### src/rtl/iso7816_pkg.sv
// Shared definitions for the ISO7816 receive character buffer.
// Contents: receive FSM state encoding, default ETU counter width,
// default CWT width, and a helper that maps a clocksPerBit of 0 to 1.
package iso7816_pkg;

  typedef enum logic [1:0] {
    ST_IDLE    = 2'd0,
    ST_CAPTURE = 2'd1,
    ST_WAITCLR = 2'd2
  } rx_state_e;

  localparam int ETU_W      = 13;
  localparam int WAIT_W_DEF = 16;

  // A zero-length ETU would stall the watchdog, so 0 behaves like 1.
  function automatic logic [ETU_W-1:0] etu_len(input logic [ETU_W-1:0] cpb);
    return (cpb == '0) ? {{(ETU_W-1){1'b0}}, 1'b1} : cpb;
  endfunction

endpackage

### src/rtl/rx_byte_fifo.sv
// Synchronous byte FIFO, depth 2**ADDR_W, registered pointers.
// Ports:
//   clk, nReset        clock, async active-low reset
//   push, push_data    write request and byte
//   pop                read request (ignored when empty)
//   out_data/out_valid head of queue, valid when not empty (0 when empty)
//   full, count        occupancy status
//   drop               pulse: push refused because full with no pop
module rx_byte_fifo #(
  parameter int ADDR_W = 4
) (
  input  logic              clk,
  input  logic              nReset,
  input  logic              push,
  input  logic [7:0]        push_data,
  input  logic              pop,
  output logic [7:0]        out_data,
  output logic              out_valid,
  output logic              full,
  output logic [ADDR_W:0]   count,
  output logic              drop
);

  localparam logic [ADDR_W:0] DEPTH = {1'b1, {ADDR_W{1'b0}}};

  logic [7:0]        mem_q [2**ADDR_W];
  logic [ADDR_W-1:0] wr_ptr_q, wr_ptr_d;
  logic [ADDR_W-1:0] rd_ptr_q, rd_ptr_d;
  logic [ADDR_W:0]   count_q, count_d;
  logic              empty;
  logic              pop_ok;
  logic              push_ok;

  always_comb begin
    empty   = (count_q == '0);
    full    = (count_q == DEPTH);
    pop_ok  = pop && !empty;
    // A same-cycle pop frees the slot, so a push into a full FIFO still lands.
    push_ok = push && (!full || pop_ok);
    drop    = push && full && !pop_ok;

    wr_ptr_d = push_ok ? wr_ptr_q + 1'b1 : wr_ptr_q;
    rd_ptr_d = pop_ok  ? rd_ptr_q + 1'b1 : rd_ptr_q;
    count_d  = count_q;
    if (push_ok && !pop_ok) count_d = count_q + 1'b1;
    if (pop_ok && !push_ok) count_d = count_q - 1'b1;

    out_valid = !empty;
    out_data  = empty ? 8'h00 : mem_q[rd_ptr_q];
    count     = count_q;
  end

  always_ff @(posedge clk or negedge nReset) begin
    if (!nReset) begin
      wr_ptr_q <= '0;
      rd_ptr_q <= '0;
      count_q  <= '0;
    end else begin
      wr_ptr_q <= wr_ptr_d;
      rd_ptr_q <= rd_ptr_d;
      count_q  <= count_d;
    end
  end

  // Storage needs no reset: out_data is masked while empty.
  always_ff @(posedge clk) begin
    if (push_ok) mem_q[wr_ptr_q] <= push_data;
  end

endmodule

### src/rtl/iso7816_rx_char_buffer.sv
// Receive-side consumer of the half-duplex UART character engine.
// Acknowledges each completed character, queues good bytes, counts
// frame errors, tracks overrun/overflow, and runs the CWT watchdog.
// Ports:
//   clk, nReset                       clock, async active-low reset
//   uartRxData/DataReady/FrameError/Overrun/RxStartBit/IsTx  UART status
//   uartAckFlags                      one-cycle ack to the UART
//   clocksPerBit, waitEtus            ETU length and CWT limit (0 = off)
//   popData, outData, outValid, fifoFull, fifoCount   FIFO consumer side
//   errCount, overflowFlag, overrunFlag, timeoutFlag  status, clearFlags clears
//
// state      | meaning
// -----------+-----------------------------------------------
// ST_IDLE    | waiting for uartDataReady
// ST_CAPTURE | sample byte/flags, push or count error; ack high
// ST_WAITCLR | waiting for the UART to drop uartDataReady
module iso7816_rx_char_buffer
  import iso7816_pkg::*;
#(
  parameter int ADDR_W   = 4,
  parameter int ERRCNT_W = 8,
  parameter int WAIT_W   = WAIT_W_DEF
) (
  input  logic                clk,
  input  logic                nReset,
  input  logic [7:0]          uartRxData,
  input  logic                uartDataReady,
  input  logic                uartFrameError,
  input  logic                uartOverrun,
  input  logic                uartRxStartBit,
  input  logic                uartIsTx,
  output logic                uartAckFlags,
  input  logic [ETU_W-1:0]    clocksPerBit,
  input  logic [WAIT_W-1:0]   waitEtus,
  input  logic                popData,
  output logic [7:0]          outData,
  output logic                outValid,
  output logic                fifoFull,
  output logic [ADDR_W:0]     fifoCount,
  output logic [ERRCNT_W-1:0] errCount,
  output logic                overflowFlag,
  output logic                overrunFlag,
  output logic                timeoutFlag,
  input  logic                clearFlags
);

  rx_state_e           state_q, state_d;
  logic                ack_q, ack_d;
  logic [ERRCNT_W-1:0] err_cnt_q, err_cnt_d;
  logic                ovf_q, ovf_d;
  logic                ovr_q, ovr_d;
  logic                to_q, to_d;
  logic                start_q, start_d;
  logic [ETU_W-1:0]    clk_cnt_q, clk_cnt_d;
  logic [WAIT_W-1:0]   etu_cnt_q, etu_cnt_d;

  logic                push_en;
  logic                err_inc;
  logic                fifo_drop;
  logic [ETU_W-1:0]    cpb_eff;
  logic                wd_clear;
  logic                to_set;

  // FSM: state register
  always_ff @(posedge clk or negedge nReset) begin
    if (!nReset) state_q <= ST_IDLE;
    else         state_q <= state_d;
  end

  // FSM: next state
  always_comb begin
    state_d = state_q;
    case (state_q)
      ST_IDLE:    if (uartDataReady) state_d = ST_CAPTURE;
      ST_CAPTURE: state_d = ST_WAITCLR;
      ST_WAITCLR: if (!uartDataReady) state_d = ST_IDLE;
      default:    state_d = ST_IDLE;
    endcase
  end

  // FSM: outputs. The ack is registered from the IDLE->CAPTURE decision so
  // it is high exactly during the CAPTURE cycle.
  always_comb begin
    ack_d   = (state_q == ST_IDLE) && uartDataReady;
    push_en = (state_q == ST_CAPTURE) && !uartFrameError;
    err_inc = (state_q == ST_CAPTURE) && uartFrameError;
  end

  rx_byte_fifo #(.ADDR_W(ADDR_W)) u_fifo (
    .clk       (clk),
    .nReset    (nReset),
    .push      (push_en),
    .push_data (uartRxData),
    .pop       (popData),
    .out_data  (outData),
    .out_valid (outValid),
    .full      (fifoFull),
    .count     (fifoCount),
    .drop      (fifo_drop)
  );

  // Status flags and CWT watchdog
  always_comb begin
    err_cnt_d = err_cnt_q;
    if (clearFlags)                      err_cnt_d = '0;
    else if (err_inc && err_cnt_q != '1) err_cnt_d = err_cnt_q + 1'b1;

    ovf_d   = clearFlags ? 1'b0 : (ovf_q | fifo_drop);
    ovr_d   = clearFlags ? 1'b0 : (ovr_q | uartOverrun);
    start_d = uartRxStartBit;

    cpb_eff  = etu_len(clocksPerBit);
    wd_clear = (uartRxStartBit && !start_q) || uartIsTx || (waitEtus == '0);

    clk_cnt_d = clk_cnt_q + 1'b1;
    etu_cnt_d = etu_cnt_q;
    if (wd_clear) begin
      clk_cnt_d = '0;
      etu_cnt_d = '0;
    end else if (clk_cnt_q >= cpb_eff - 1'b1) begin
      clk_cnt_d = '0;
      if (etu_cnt_q != '1) etu_cnt_d = etu_cnt_q + 1'b1;
    end

    // Compare the incoming count so the flag rises on the edge that
    // completes the last ETU rather than one cycle later.
    to_set = (waitEtus != '0) && (etu_cnt_d == waitEtus);
    to_d   = clearFlags ? 1'b0 : (to_q | to_set);
  end

  always_ff @(posedge clk or negedge nReset) begin
    if (!nReset) begin
      ack_q     <= 1'b0;
      err_cnt_q <= '0;
      ovf_q     <= 1'b0;
      ovr_q     <= 1'b0;
      to_q      <= 1'b0;
      start_q   <= 1'b0;
      clk_cnt_q <= '0;
      etu_cnt_q <= '0;
    end else begin
      ack_q     <= ack_d;
      err_cnt_q <= err_cnt_d;
      ovf_q     <= ovf_d;
      ovr_q     <= ovr_d;
      to_q      <= to_d;
      start_q   <= start_d;
      clk_cnt_q <= clk_cnt_d;
      etu_cnt_q <= etu_cnt_d;
    end
  end

  assign uartAckFlags = ack_q;
  assign errCount     = err_cnt_q;
  assign overflowFlag = ovf_q;
  assign overrunFlag  = ovr_q;
  assign timeoutFlag  = to_q;

endmodule

### config.mk
export PLATFORM = sky130hd
export DESIGN_NAME = iso7816_rx_char_buffer
export DESIGN_NICKNAME = d
export VERILOG_FILES = /design/src/rtl/iso7816_pkg.sv /design/src/rtl/rx_byte_fifo.sv /design/src/rtl/iso7816_rx_char_buffer.sv
export SDC_FILE = /design/constraint.sdc
export NUM_CORES = 1
export LEC_CHECK = 0
export CAP_MARGIN = 25
export CORE_ASPECT_RATIO = 1.75
export CORE_MARGIN = 2
export CORE_UTILIZATION = 58
export CTS_CLUSTER_SIZE = 30
export DETAILED_ROUTE_END_ITERATION = 12
export PLACE_DENSITY = 0.8
export REMOVE_ABC_BUFFERS = 1
export SETUP_SLACK_MARGIN = 0.3
export SLEW_MARGIN = 10
export SYNTH_ARGS = -nofsm -noshare
export SYNTH_HDL_FRONTEND = slang
export SYNTH_SLANG_ARGS = --single-unit
### constraint.sdc
create_clock -name clk -period 3.9 [get_ports clk]
set_clock_uncertainty 0.05 [all_clocks]
set_input_delay 1.17 -clock clk [delete_from_list [all_inputs] [get_ports clk]]
set_output_delay 1.17 -clock clk [all_outputs]
set_load 0.03 [all_outputs]
==> metrics.md, run 1 <==
| Metric | Value |
|---|---|
| Status | finished, violations left |
| Violated checks | negative setup slack |
| Routed WL | 22.6 mm |
| Core area | 0.0148 sq mm |
| Final Max Tran Viols | 0 |
| Clk pin slew, worst setup/hold paths | 0.07 ns |
| Synth Register Bits | approximately 190 |
| DR WL/cell | 22.7 um |
| DP Wirelength | 14.6 mm |
| Layout cell share with drive strength beyond 1 | 33.8% |
| Starting Density | 58.9% |
| Worst endpoint data arrival time | 5.03 ns |
| Clk buf depth | 2 |
| CP max FO | 5 |
| Area Overhead vs Synth | 33.7% |
| Mapped Cells | 634 |
| Number of flops mapped to enable cells by yosys | 128 |
| Critical Path End Type | flop |
| Initial antenna violation count | 0 |
| Routability cong. | slightly below 1 |
| Io pins | 73 |
| Commonest cells after routing, fill and taps aside | edfxtp_1 (128), buf_4 (63), dfrtp_1 (56) |
| Ant diodes | 0 |
| First-pass DRT Iterations | 5 |
| Actual slew at the worst max-slew pin | 0.924 ns |
| Nets@finish | 870 |
| Yosys cell types | 50 |
| Number of max-cap violations | 0 |
| Inserted Clock Buffers | 17 |
| Final Cycle Share | 122% |
| Largest area contributor in the netlist | edfxtp_1 |
| Avg Vias per Cell | 6.17 |
| Total power divided by cell area | 547 mW/mm^2 |
| Avg Inst Size Synth | 13.7 sq um |
| Synth top area share | ~44% |
| Post-CTS Hold Buffers | 0 |
| Most common cell after layout, fill and taps aside | edfxtp_1 |
| Root buf cell | clkbuf_16 |
| Via count of the first global-routing pass | 6575 |
| FF/Latch Area | approximately 0.0053 sq mm |
| I/O Buffers | 72 |
| CTS HTree Levels | 4 |
| Synth area leaders | edfxtp_1 (44%), dfrtp_1 (16%), mux4_2 (10%) |
| Post-route ant nets | 0 |
| Dpl ws | -1.81 ns |
| Setup_tns | -5.47 ns |
| Async SR Flop Fraction | 30.8% |
| Fill cell count | 797 |
| Hold_ws | 0.422 ns |
| Predominant post-synthesis flop cell | edfxtp_1 |
| Final setup viols | 27 |
| CP Launch Type | input port |
| Area of the multi-input gates | about 0.0038 sq mm |
| Final WS setup | -0.849 ns |
| Fmax | 211 MHz |
| Seq/Total Area, Yosys | around 61% |
| First DRT Iteration DRCs | 501 |
| RSZ-0062 raised after global routing | true |
| Final Hold Vio Count | 0 |
| Data required time of the worst path | ~4.2 ns |
| GRT Residual Overflow | 0 |
| Largest net degree at the start of global routing | 39 |
| Via Count | roughly 6000 |
| Post-synthesis cell area | 0.00870 sq mm |
| Cell count after placement | 921 |
| VDD IR-drop max | 0.000480 V |
| Yosys warns | 0 |
| All-Layer GR Usage | 28.7% |
| CTS tree | built |
| Worst rel slew slack | 38.0% |
| Die area | approximately 0.016 sq mm |
| First-pass GRT wire length | 34.3 mm |
| Drt drc | 0 |
| Cell Count, Final, Fillers Out | 994 |
| Critical path class | in2reg |
| Die Y | 166 um |
| TritonCTS Sinks | 185 |
| Worst-skew pair later-pin latency | ~0.43 ns |
| Min-delay worst type | reg2reg |
| Row count | a little under 60 |
| Fin crit period | 4.75 ns |
| Chip Width | 96.6 um |
| Finished Core Util | 78.8% |
| Lkg Pwr | 4.37 nW |
==> registers in the layout (all words and copies together), names as in the netlist <==
register and flops:
start_q 1, timeoutFlag 1, u_fifo.count 5, errCount 8
u_fifo.wr_ptr_q 4, etu_cnt_q 16, u_fifo.rd_ptr_q 4, overrunFlag 1
uartAckFlags 1, clk_cnt_q 13, u_fifo.mem_q 128, overflowFlag 1
state_q 2
==> cell usage after synthesis, types with 6 or more instances <==
cell and number:
edfxtp_1 128, dfrtp_1 57, nor2_1 57, mux4_2 40, nand2_1 38, a21oi_1 27, xnor2_1 26, ha_1 25
xor2_1 24, nor3_1 19, clkbuf_1 16, inv_1 16, and2_1 15, nand3_1 15, nand4_1 15, and3_1 14
o21ai_0 14, nor4_1 11, nand2b_1 8, buf_1 6, nor2b_1 6, or3_1 6
==> power breakdown <==
part / internal [W] / leakage [nW] / switching, W
combinational: 0.00127 / 2.18 / 0.00102
sequential: 0.00222 / 1.91 / 0.000182
clock: 0.000855 / 0.281 / 0.000809
total: 0.00435 / 4.37 / 0.00201
==> per-layer routing <==
metal	global-route usage, %	wire length, um	vias up
li1	-	-	2732
met1	29.1	7330	3060
met2	53.6	13200	271
met3	4.26	946	73
met4	15.7	1100	0
met5	0	0	-
==> path summary, 6_finish.rpt <==
path                                       from       endpoint  slack (ns)  cells past startpoint
max in group asynchronous                nReset  clk_cnt_q[11]        2.27                      2
worst max register to register     etu_cnt_q[0]    timeoutFlag        0.31                     11
worst min-delay path                 state_q[0]     state_q[0]        0.42                      1
worst min register to register       state_q[0]     state_q[0]        0.42                      1
min in group asynchronous                nReset    errCount[2]        0.63                      1
worst max-delay path            clocksPerBit[9]    timeoutFlag       -0.85                     21
==> per-stage QoR <==
stage	area, sq um	total power, W
global route	11600	0.00662
global placement	10000	0.00422
detailed placement	10000	0.00429
CTS	11200	0.00621
floorplan	8600	0.00359
finish	11600	0.00636
==> cell type report <==
type,count,area share (%)
repair buffers,169,14.3
inverters,16,0.516
clock inverters,15,1.29
multi-input cells,409,32.9
flip-flops and latches,185,45.3
well taps,183,1.97
clock buffers,17,3.66
==> cells by family (layout without fill, tap and decap cells) <==
logic type / count (synthesis) / after routing / share of synthesized area [%]
DFF: 185 / 185 / 60.6
xor gates and xnor gates: 50 / 50 / 5.03
buffers and inverters: 40 / 217 / 1.86
AOI/OAI and AO/OA: 66 / 66 / 4.56
muxes: 47 / 47 / 11.2
and+or+nand+nor: 220 / 220 / 12.9
adders and majority gates: 26 / 26 / 3.83
==> worst max-delay path: stages <==
cell     delay (ns)
buf_6          0.09
or4_4          0.55
nor3_4         0.19
a31oi_4        0.14
ha_4           0.21
nand2_4        0.09
nor3_2         0.05
xnor2_1        0.13
ha_1           0.32
nand2_1        0.13
nor2_2         0.15
nand2_2        0.09
o21a_4         0.22
buf_4          0.15
buf_6          0.13
or3_4          0.34
a21oi_4        0.19
xnor2_1        0.16
o311a_1        0.18
nand4_1        0.09
o31ai_2        0.27
==> timing repair <==
action                                  in CTS  in global routing
buffers inserted                            23                 14
gates cloned                                 3                  1
resized for setup                          180                 56
pin swaps                                   44                 34
endpoints found under the setup margin      40                 40
(Power assumes the default switching activity.)
==> inputs of run 2 (changes only) <==
- CTS_CLUSTER_SIZE: 30 -> 10
==> results of run 2 <==
Final layout, timing and power as in run 1 (identical DEF).
